$ cat config.mk
export PLATFORM = sky130hd
export DESIGN_NAME = playground_uart_cmd
export DESIGN_NICKNAME = d
export VERILOG_FILES = /design/src/rtl/playground_uart_pkg.sv /design/src/rtl/uart_rx_8n1.sv /design/src/rtl/playground_uart_cmd.sv
export SDC_FILE = /design/constraint.sdc
export NUM_CORES = 1
export LEC_CHECK = 0
export CORE_MARGIN = 5
export CORE_UTILIZATION = 42
export CTS_CLUSTER_DIAMETER = 50
export DETAILED_ROUTE_END_ITERATION = 10
export PLACE_DENSITY = 0.67
export SLEW_MARGIN = 25
export SYNTH_ARGS = -nofsm -noshare
export SYNTH_HDL_FRONTEND = slang
export SYNTH_SLANG_ARGS = --single-unit
$ cat constraint.sdc
create_clock -name clk -period 2.46 [get_ports clk]
set_clock_uncertainty 0.15 [all_clocks]
set_input_delay 0.369 -clock clk [delete_from_list [all_inputs] [get_ports clk]]
set_output_delay 0.369 -clock clk [all_outputs]
set_load 0.02 [all_outputs]
$ cat src/rtl/playground_uart_pkg.sv
// Shared constants for the playground UART command front-end.
//   HDR_NIBBLE / SEL_*  : command header layout (A0..A3 selects the target)
//   ACK_NIBBLE/NAK_BYTE : bytes returned on the optional ack transmitter
//   RX_* / P_*          : state encodings for the receiver and the parser
package playground_uart_pkg;

    localparam logic [3:0] HDR_NIBBLE = 4'hA;

    localparam logic [1:0] SEL_MODE = 2'd0;
    localparam logic [1:0] SEL_UIHI = 2'd1;
    localparam logic [1:0] SEL_UIO  = 2'd2;
    localparam logic [1:0] SEL_RSV  = 2'd3;

    localparam logic [3:0] ACK_NIBBLE = 4'h5;
    localparam logic [7:0] NAK_BYTE   = 8'hEE;

    localparam logic [1:0] RX_IDLE  = 2'd0;
    localparam logic [1:0] RX_START = 2'd1;
    localparam logic [1:0] RX_DATA  = 2'd2;
    localparam logic [1:0] RX_STOP  = 2'd3;

    localparam logic [0:0] P_HDR  = 1'b0;
    localparam logic [0:0] P_DATA = 1'b1;

    // Header byte: upper nibble A, bits [3:2] zero, bits [1:0] select the target.
    function automatic logic is_header(input logic [7:0] b);
        return (b[7:4] == HDR_NIBBLE) && (b[3:2] == 2'b00);
    endfunction

endpackage

$ cat src/rtl/uart_rx_8n1.sv
// 8N1 UART receiver, LSB first, with a 2-flop input synchronizer.
// Ports:
//   clk, rst    : clock, asynchronous active-high reset
//   rx          : serial input, idle high, asynchronous to clk
//   data        : last received byte (valid while byte_valid is high)
//   byte_valid  : 1-cycle pulse when a byte with a good stop bit completes
//   frame_err   : 1-cycle pulse when the stop bit samples low (byte dropped)
module uart_rx_8n1 #(
    parameter int CLKS_PER_BIT = 434
) (
    input  logic       clk,
    input  logic       rst,
    input  logic       rx,
    output logic [7:0] data,
    output logic       byte_valid,
    output logic       frame_err
);
    import playground_uart_pkg::*;

    localparam int CW = $clog2(CLKS_PER_BIT);
    localparam logic [CW-1:0] HALF = CW'(CLKS_PER_BIT / 2 - 1);
    localparam logic [CW-1:0] FULL = CW'(CLKS_PER_BIT - 1);

    logic [1:0]    sync;
    logic          rx_d;
    logic [1:0]    state;
    logic [CW-1:0] cnt;
    logic [2:0]    bit_idx;
    logic [7:0]    shift;

    assign data = shift;

    always_ff @(posedge clk or posedge rst) begin
        if (rst) begin
            sync       <= 2'b11;
            rx_d       <= 1'b1;
            state      <= RX_IDLE;
            cnt        <= '0;
            bit_idx    <= '0;
            shift      <= '0;
            byte_valid <= 1'b0;
            frame_err  <= 1'b0;
        end else begin
            sync       <= {sync[0], rx};
            rx_d       <= sync[1];
            byte_valid <= 1'b0;
            frame_err  <= 1'b0;
            case (state)
                RX_IDLE: begin
                    cnt     <= '0;
                    bit_idx <= '0;
                    // Edge (not level) detect: after a framing error the line may
                    // still be low when we get back here.
                    if (rx_d && !sync[1]) state <= RX_START;
                end
                RX_START: begin
                    if (cnt == HALF) begin
                        cnt   <= '0;
                        state <= sync[1] ? RX_IDLE : RX_DATA;
                    end else begin
                        cnt <= cnt + 1'b1;
                    end
                end
                RX_DATA: begin
                    if (cnt == FULL) begin
                        cnt   <= '0;
                        shift <= {sync[1], shift[7:1]};
                        if (bit_idx == 3'd7) state <= RX_STOP;
                        else                 bit_idx <= bit_idx + 1'b1;
                    end else begin
                        cnt <= cnt + 1'b1;
                    end
                end
                default: begin // RX_STOP
                    if (cnt == FULL) begin
                        cnt   <= '0;
                        state <= RX_IDLE;
                        if (sync[1]) byte_valid <= 1'b1;
                        else         frame_err  <= 1'b1;
                    end else begin
                        cnt <= cnt + 1'b1;
                    end
                end
            endcase
        end
    end

endmodule

$ cat src/rtl/playground_uart_cmd.sv
// UART command front-end for the digital-playground core. Two-byte commands
// (header A0..A3, then data) write the mode, ui_hi or uio registers.
// Optional feature macro: ACK_TX_EN -- when defined, an 8N1 transmitter on tx
// answers each write with {5,00,sel} and each error with EE; otherwise tx=1.
// Ports:
//   clk, rst   : clock, asynchronous active-high reset
//   rx         : UART receive line
//   ui_drive   : {ui_hi[4:0], mode[2:0]} to core ui_in
//   uio_drive  : to core uio_in
//   cmd_strobe : 1-cycle pulse in the cycle a written value first appears
//   err        : 1-cycle pulse on framing error, bad header, reserved sel or timeout
//   tx         : ack line
module playground_uart_cmd #(
    parameter int CLKS_PER_BIT = 434,
    parameter int TIMEOUT_CYC  = 2_000_000
) (
    input  logic       clk,
    input  logic       rst,
    input  logic       rx,
    output logic [7:0] ui_drive,
    output logic [7:0] uio_drive,
    output logic       cmd_strobe,
    output logic       err,
    output logic       tx
);
    import playground_uart_pkg::*;

    localparam int TW = $clog2(TIMEOUT_CYC + 1);

    logic [7:0]    rx_data;
    logic          byte_valid;
    logic          frame_err;
    logic [0:0]    pstate;
    logic [1:0]    sel;
    logic [2:0]    mode;
    logic [4:0]    ui_hi;
    logic [7:0]    uio;
    logic [TW-1:0] to_cnt;
    logic          timeout;

    uart_rx_8n1 #(.CLKS_PER_BIT(CLKS_PER_BIT)) u_rx (
        .clk        (clk),
        .rst        (rst),
        .rx         (rx),
        .data       (rx_data),
        .byte_valid (byte_valid),
        .frame_err  (frame_err)
    );

    assign ui_drive  = {ui_hi, mode};
    assign uio_drive = uio;
    assign timeout   = (pstate == P_DATA) && (to_cnt == TW'(TIMEOUT_CYC - 1));

    always_ff @(posedge clk or posedge rst) begin
        if (rst) begin
            pstate     <= P_HDR;
            sel        <= '0;
            mode       <= '0;
            ui_hi      <= '0;
            uio        <= '0;
            to_cnt     <= '0;
            cmd_strobe <= 1'b0;
            err        <= 1'b0;
        end else begin
            cmd_strobe <= 1'b0;
            err        <= 1'b0;
            if (pstate == P_HDR) begin
                if (frame_err) begin
                    err <= 1'b1;
                end else if (byte_valid) begin
                    if (is_header(rx_data)) begin
                        sel    <= rx_data[1:0];
                        pstate <= P_DATA;
                        to_cnt <= '0;
                    end else begin
                        err <= 1'b1;
                    end
                end
            end else begin
                to_cnt <= to_cnt + 1'b1;
                // Timeout wins over a byte finishing in the same cycle.
                if (timeout || frame_err) begin
                    err    <= 1'b1;
                    pstate <= P_HDR;
                end else if (byte_valid) begin
                    pstate <= P_HDR;
                    case (sel)
                        SEL_MODE: mode  <= rx_data[2:0];
                        SEL_UIHI: ui_hi <= rx_data[4:0];
                        SEL_UIO:  uio   <= rx_data;
                        default:  ;
                    endcase
                    cmd_strobe <= (sel != SEL_RSV);
                    err        <= (sel == SEL_RSV);
                end
            end
        end
    end

`ifdef ACK_TX_EN
    localparam int CW = $clog2(CLKS_PER_BIT);
    localparam logic [CW-1:0] FULL = CW'(CLKS_PER_BIT - 1);

    logic          tx_busy;
    logic          tx_q;
    logic [8:0]    tx_sh;   // {stop, data}; ones shift in behind the data
    logic [CW-1:0] tx_cnt;
    logic [3:0]    tx_bit;

    assign tx = tx_q;

    always_ff @(posedge clk or posedge rst) begin
        if (rst) begin
            tx_busy <= 1'b0;
            tx_q    <= 1'b1;
            tx_sh   <= '1;
            tx_cnt  <= '0;
            tx_bit  <= '0;
        end else if (!tx_busy) begin
            // Requests arriving while busy are simply never seen here.
            if (cmd_strobe || err) begin
                tx_busy <= 1'b1;
                tx_q    <= 1'b0;
                tx_sh   <= {1'b1, cmd_strobe ? {ACK_NIBBLE, 2'b00, sel} : NAK_BYTE};
                tx_cnt  <= '0;
                tx_bit  <= '0;
            end
        end else if (tx_cnt == FULL) begin
            tx_cnt <= '0;
            if (tx_bit == 4'd9) begin
                tx_busy <= 1'b0;
                tx_q    <= 1'b1;
            end else begin
                tx_q   <= tx_sh[0];
                tx_sh  <= {1'b1, tx_sh[8:1]};
                tx_bit <= tx_bit + 1'b1;
            end
        end else begin
            tx_cnt <= tx_cnt + 1'b1;
        end
    end
`else
    assign tx = 1'b1;
`endif

endmodule

# --- Word-level counts from Yosys, hierarchy flattened ---
# Index checks and enable logic that the tools add are counted.
op_classes:
  n_reduce_logical: 21
  bitwise: 3
  n_mux: 38
  n_eq_ne: 17
  add_sub_neg: 3
op_table:
  columns: ["operator", "n"]
  rows:
  - ["$mux 21", 4]
  - ["$add 21x1->21 const B", 1]
  - ["$eq 21x21->1 const B", 1]
  - ["$mux 1", 21]
  - ["$mux 9", 2]
  - ["$pmux 9 s2", 1]
  - ["$reduce_and 4->1", 4]
  - ["$mux 2", 6]
  - ["$add 9x1->9 const B", 1]
  - ["$eq 9x8->1 const B", 1]
  - ["$eq 9x9->1 const B", 1]
  - ["$ne 2x1->1 const B", 4]
  - ["$eq 2x2->1 const B", 3]
  - ["$logic_not 2->1", 3]
  - ["$mux 3", 2]
  - ["$ne 2x2->1 const B", 3]
  - ["$pmux 2 s3", 1]
  - ["$pmux 3 s2", 1]
  - ["$reduce_and 3->1", 2]
  - ["$reduce_bool 2->1", 3]
  - ["$reduce_and 5->1", 1]
  - ["$eq 2x1->1 const B", 2]
  - ["$eq 4x4->1 const B", 1]
  - ["$add 3x1->3 const B", 1]
  - ["other kinds (8)", 12]
totals:
  word_cells: 98
  in_bits: 3
  out_inout_bits: 19
  register_bits: 69

# --- Depth between registers and ports, before layout ---
depth:
  word_depth: 6
  depth_mapped: 6
  ltp_nobuf: 6

# --- By module ---
# A second synthesis with hierarchy kept.
hier_totals:
  cells_unflattened: 280
  hier_area_um2: 3234.4
by_module_without_submodules:
  columns: ["mod", "seq_area_each_um2", "area_each_um2", "n_inst", "cells_per_inst"]
  rows:
  - ["playground_uart_cmd", 1051.0, 1953.1, 1, 174]
  - ["uart_rx_8n1", 679.4, 1281.2, 1, 106]

# --- Worst setup path after synthesis ---
# No wires, ideal clock.
synth_timing:
  path_type: "flip-flop to flip-flop"
  from: "register u_rx.cnt[1]"
  to: "register u_rx.state[0]"
  arrival_time_ns: 1.681
  n_path_buf: 0
  required_ns: 2.185
  setup_time_ns: 0.125
  stages_incl_launch_ff: 7
  slack_ns: 0.504
  period_less_slack_ns: 1.956
  path_cell_list: "dfrtp_1 inv_1 ha_1 nand4bb_1 or2_2 a22oi_4 mux2_2"
synth_via:
  elab_chain_len: 3
  elab_cells_between_ends: 6
  cone_classes: "eq/ne: 4; reduce/logical: 2"
synth_rtl:
  columns: ["element", "line", "source"]
  rows:
  - ["start: declaration", "uart_rx_8n1.sv:27", "logic [CW-1:0] cnt;"]
  - ["start signal: assignment", "uart_rx_8n1.sv:61", "cnt <= cnt + 1'b1;"]
  - ["start signal: assignment", "uart_rx_8n1.sv:71", "cnt <= cnt + 1'b1;"]
  - ["start signal: assignment", "uart_rx_8n1.sv:81", "cnt <= cnt + 1'b1;"]
  - ["$eq 9x9->1 or $eq 9x8->1 (tied branches)", "uart_rx_8n1.sv:65, uart_rx_8n1.sv:75, uart_rx_8n1.sv:57", null]
  - ["$ne 2x1->1 (no line) or $reduce_bool 3->1 (tied branches)", null, null]
  - ["$reduce_and 5->1 (no line) (*)", null, null]
  - ["end signal: assignment", "uart_rx_8n1.sv:59", "state <= sync[1] ? RX_IDLE : RX_DATA;"]
  - ["end: declaration", "uart_rx_8n1.sv:26", "logic [1:0] state;"]
# Every way passes the cells marked *; elsewhere a longest branch is shown, timed or not.
# A chain may end at the register's enable or synchronous reset.

# --- Final worst setup path ---
layout_timing:
  from: "register u_rx.cnt[1]"
  to: "register u_rx.shift[0] (netlist: u_rx.data[0])"
layout_via:
  elab_chain_len: 2
layout_rtl:
  columns: ["element", "line", "source"]
  rows:
  - ["$eq 9x9->1", "uart_rx_8n1.sv:65", "if (cnt == FULL) begin"]
  - ["$reduce_and 2->1 (no line)", null, null]
  - ["end signal: assignment", "uart_rx_8n1.sv:67", "shift <= {sync[1], shift[7:1]};"]
  - ["end: declaration", "uart_rx_8n1.sv:29", "logic [7:0] shift;"]
# No other way between the ends.

==> run_results.csv <==
group,metric,value,unit
layout,fill_cells,657,
critical_path,r2r_setup_slack,330,ps
status,status,"complete, no violations",
logic_synthesis,synth_common_cells,"dfrtp_1, mux2_2, nor2_1",
detailed_routing,firstDrtPassIters,4,
critical_path,crit_fanout,8,
logic_synthesis,synth-seq-area-share,53.9,%
critical_path,slowest_stage,"dfrtp_1",
sta,drv_slew,0,
pwr,ir_drop,0.386,mV
critical_path,cp_cell_sequence,"inv_1 -> ha_1 -> nand4bb_1 -> or2_2 -> nor3_4 -> mux2_2",
layout,multi_input_area,1420,um^2
layout,drive_above_1_share,21.9,%
sta,fmaxAchievable,469,MHz
logic_synthesis,netlist.area_leader.share,51.5,%
critical_path,r2r_start,"u_rx.cnt[1]",
critical_path,path_buf_inv,1,
sta,relSlewSlack,61.6,%
sta,period_share,86.6,%
detailed_routing,num_vias,2113,
placed_design,place.gp.congestion,0.774,
detailed_routing,drt_iter0_drc,89,
critical_path,worstRegToRegCells,6,
logic_synthesis,ys_warn_count,0,
min_path,worstHoldStart,"u_rx.sync[0]",
clock_network,clockRootBuffer,"clkbuf_8",
logic_synthesis,synth_top_cell_by_area,"dfrtp_1",
sta,hold_slack,208,ps
floorplanning,initial_core_util,43.8,%
logic_synthesis,syn-num-nets,281,
detailed_routing,viasPerCell,5.15,
layout,n_antenna_cell,0,
logic_synthesis,synth_edf_count,0,
floorplanning,core_area,7330,um^2
critical_path,arrival,2210,ps
critical_path,crit_type,"reg -> reg",
clock_network,clkSlewWorstSetupHoldPaths,80,ps
global_route,first_global_vias,2101,
logic_synthesis,netlist_area,3210,um^2
floorplanning,die_w,97.4,um
clock_network,cts_tree,"yes",
logic_synthesis,synthTopCellsByArea,"dfrtp_1, mux2_2, mux2i_1",
logic_synthesis,synth_cell_type_count,52,
job,cap_viol_max_count,0,
logic_synthesis,ys.flop_type,"dfrtp_1",
critical_path,r2r-end,"u_rx.data[0]",
floorplanning,die-height,97.4,um
detailed_routing,drc,0,
global_route,grtUsageTotal,13.2,%
global_route,grt_overflow_total,0,
sta,rsz0062_at_grt,"no",
sta,post-route-min-period,2130,ps
clock_network,post_cts_resize_count,0,
clock_network,insertion_delay,340,ps
critical_path,cp.required,2540,ps
sta,hold_viol,0,
critical_path,cp-end-kind,"flop",
pwr,p_per_area,596,nW/um^2
min_path,hold_depth,0,
floorplanning,dieArea,9490,um^2
logic_synthesis,yosysMostFrequentCell,"dfrtp_1",
layout,regArea,1730,um^2
layout,final_util,51.9,%
detailed_routing,final_antenna_net_count,0,
clock_network,cts_sinks,69,
clock_network,hold_buffers,0,
layout,syn2layout_area_growth,18.5,%
critical_path,worstSetupStartpointType,"flop",
logic_synthesis,syn_inst,272,
logic_synthesis,synth_area_per_cell,11.8,um^2
clock_network,cts-htree-levels,3,
clock_network,numCtsBuffers,9,
clock_network,cts_buffer_depth,2,
placed_design,io_buffers,20,
global_route,grt_antenna_before_repair,0,
detailed_routing,wirelength,5.65,mm
logic_synthesis,yosys_register_bits,69,
global_route,grt_pass1_wl,10.1,mm
layout,nets,315,
critical_path,max_stage_delay,400,ps
floorplanning,io_pins,22,
global_route,grt_max_degree,48,
clock_network,cts_setup_buffers,0,
min_path,hold_path_class,"reg -> reg",
min_path,hold_end,"u_rx.sync[1]",
logic_synthesis,async_flop_share,100,%
detailed_routing,wl_per_cell,13.8,um
critical_path,cp_top_family,"simple AND/OR/NAND/NOR gates",
sta,tightest_slew,576,ps
sta,setup_tns,0,ps
sta,finalSetupViolCount,0,
placed_design,dp_hpwl,4.02,mm
floorplanning,rows,31,
pwr,power.leakage,0.00171,uW
==> worst reg2reg max path, stage by stage, from the launching register on <==
cell and delay, ps:
dfrtp_1 400, inv_1 80, ha_1 130, nand4bb_1 160, or2_2 360, nor3_4 340, mux2_2 390
==> report_power, final <==
group	internal (uW)	switching (uW)	total, uW
Clock	607	451	1060
Sequential	1140	10.3	1150
Combinational	19.4	35.6	55.0
==> routing by layer <==
layer | part of all wire [%] | up-vias | wire, um | global-route usage (%)
met3 | 3.4 | 7 | 194 | 5.03
met2 | 47 | 22 | 2640 | 20.0
met4 | 1.6 | 0 | 93 | 4.90
met1 | 48 | 1029 | 2720 | 17.1
li1 | - | 1055 | - | -
met5 | 0 | - | 0 | 0
==> cell usage in the layout (no fill, tap or decap), types with 9 or more instances in the layout <==
cell,instances
mux2i_1,10
nor2_1,25
clkbuf_8,10
nand3_1,15
buf_4,9
dfrtp_1,66
nand2_1,22
nand4_1,9
mux2_2,29
clkdlybuf4s50_1,20
==> state kept, by name, indices dropped and copies added (netlist names), 2 cells and up <==
register      flops
sel               2
u_rx.state        2
u_rx.data         8
u_rx.bit_idx      3
to_cnt           21
uio_drive         8
mode              3
u_rx.sync         2
u_rx.cnt          9
ui_hi             5
==> how the worst max path moves through the flow <==
stage,from,to,cells after the start
after detailed placement,u_rx.cnt[1],u_rx.data[3],6
after global placement,u_rx.cnt[1],u_rx.data[0],6
final,u_rx.cnt[1],u_rx.data[0],6
after global routing,u_rx.cnt[1],u_rx.data[0],6
after CTS,u_rx.cnt[1],u_rx.data[0],6
after floorplan,rst,cmd_strobe,1
==> logic make-up after synthesis <==
logic type               after synthesis  synth area share [%]
AO/OA/AOI/OAI                         21                  5.97
XOR/XNOR                              11                  3.00
adder cells (fa/ha/maj)                6                  2.34
buffers and inverters                 14                  1.83
flip-flops                            69                  53.9
multiplexers                          39                  13.3
other                                  1                 0.117
AND/OR/NAND/NOR                      111                  19.5
==> layout make-up <==
cell class	count	area share (%)
sequential	69	45.5
multi-input combinational	189	37.3
timing repair buffer	29	7.04
clock buffer	10	3.62
tap	99	3.26
clock inverter	6	2.47
inverter	8	0.789
==> stage by stage <==
step	worst slack [ps]	std cells	instance area (um^2)	total power (uW)
finish	330	410	3800	2270
global route	204	410	3800	2360
CTS	315	410	3800	2300
detailed placement	339	394	3570	1230
global placement	416	394	3570	1230
floorplan	206	272	3210	1210
(Power assumes the default switching activity.)
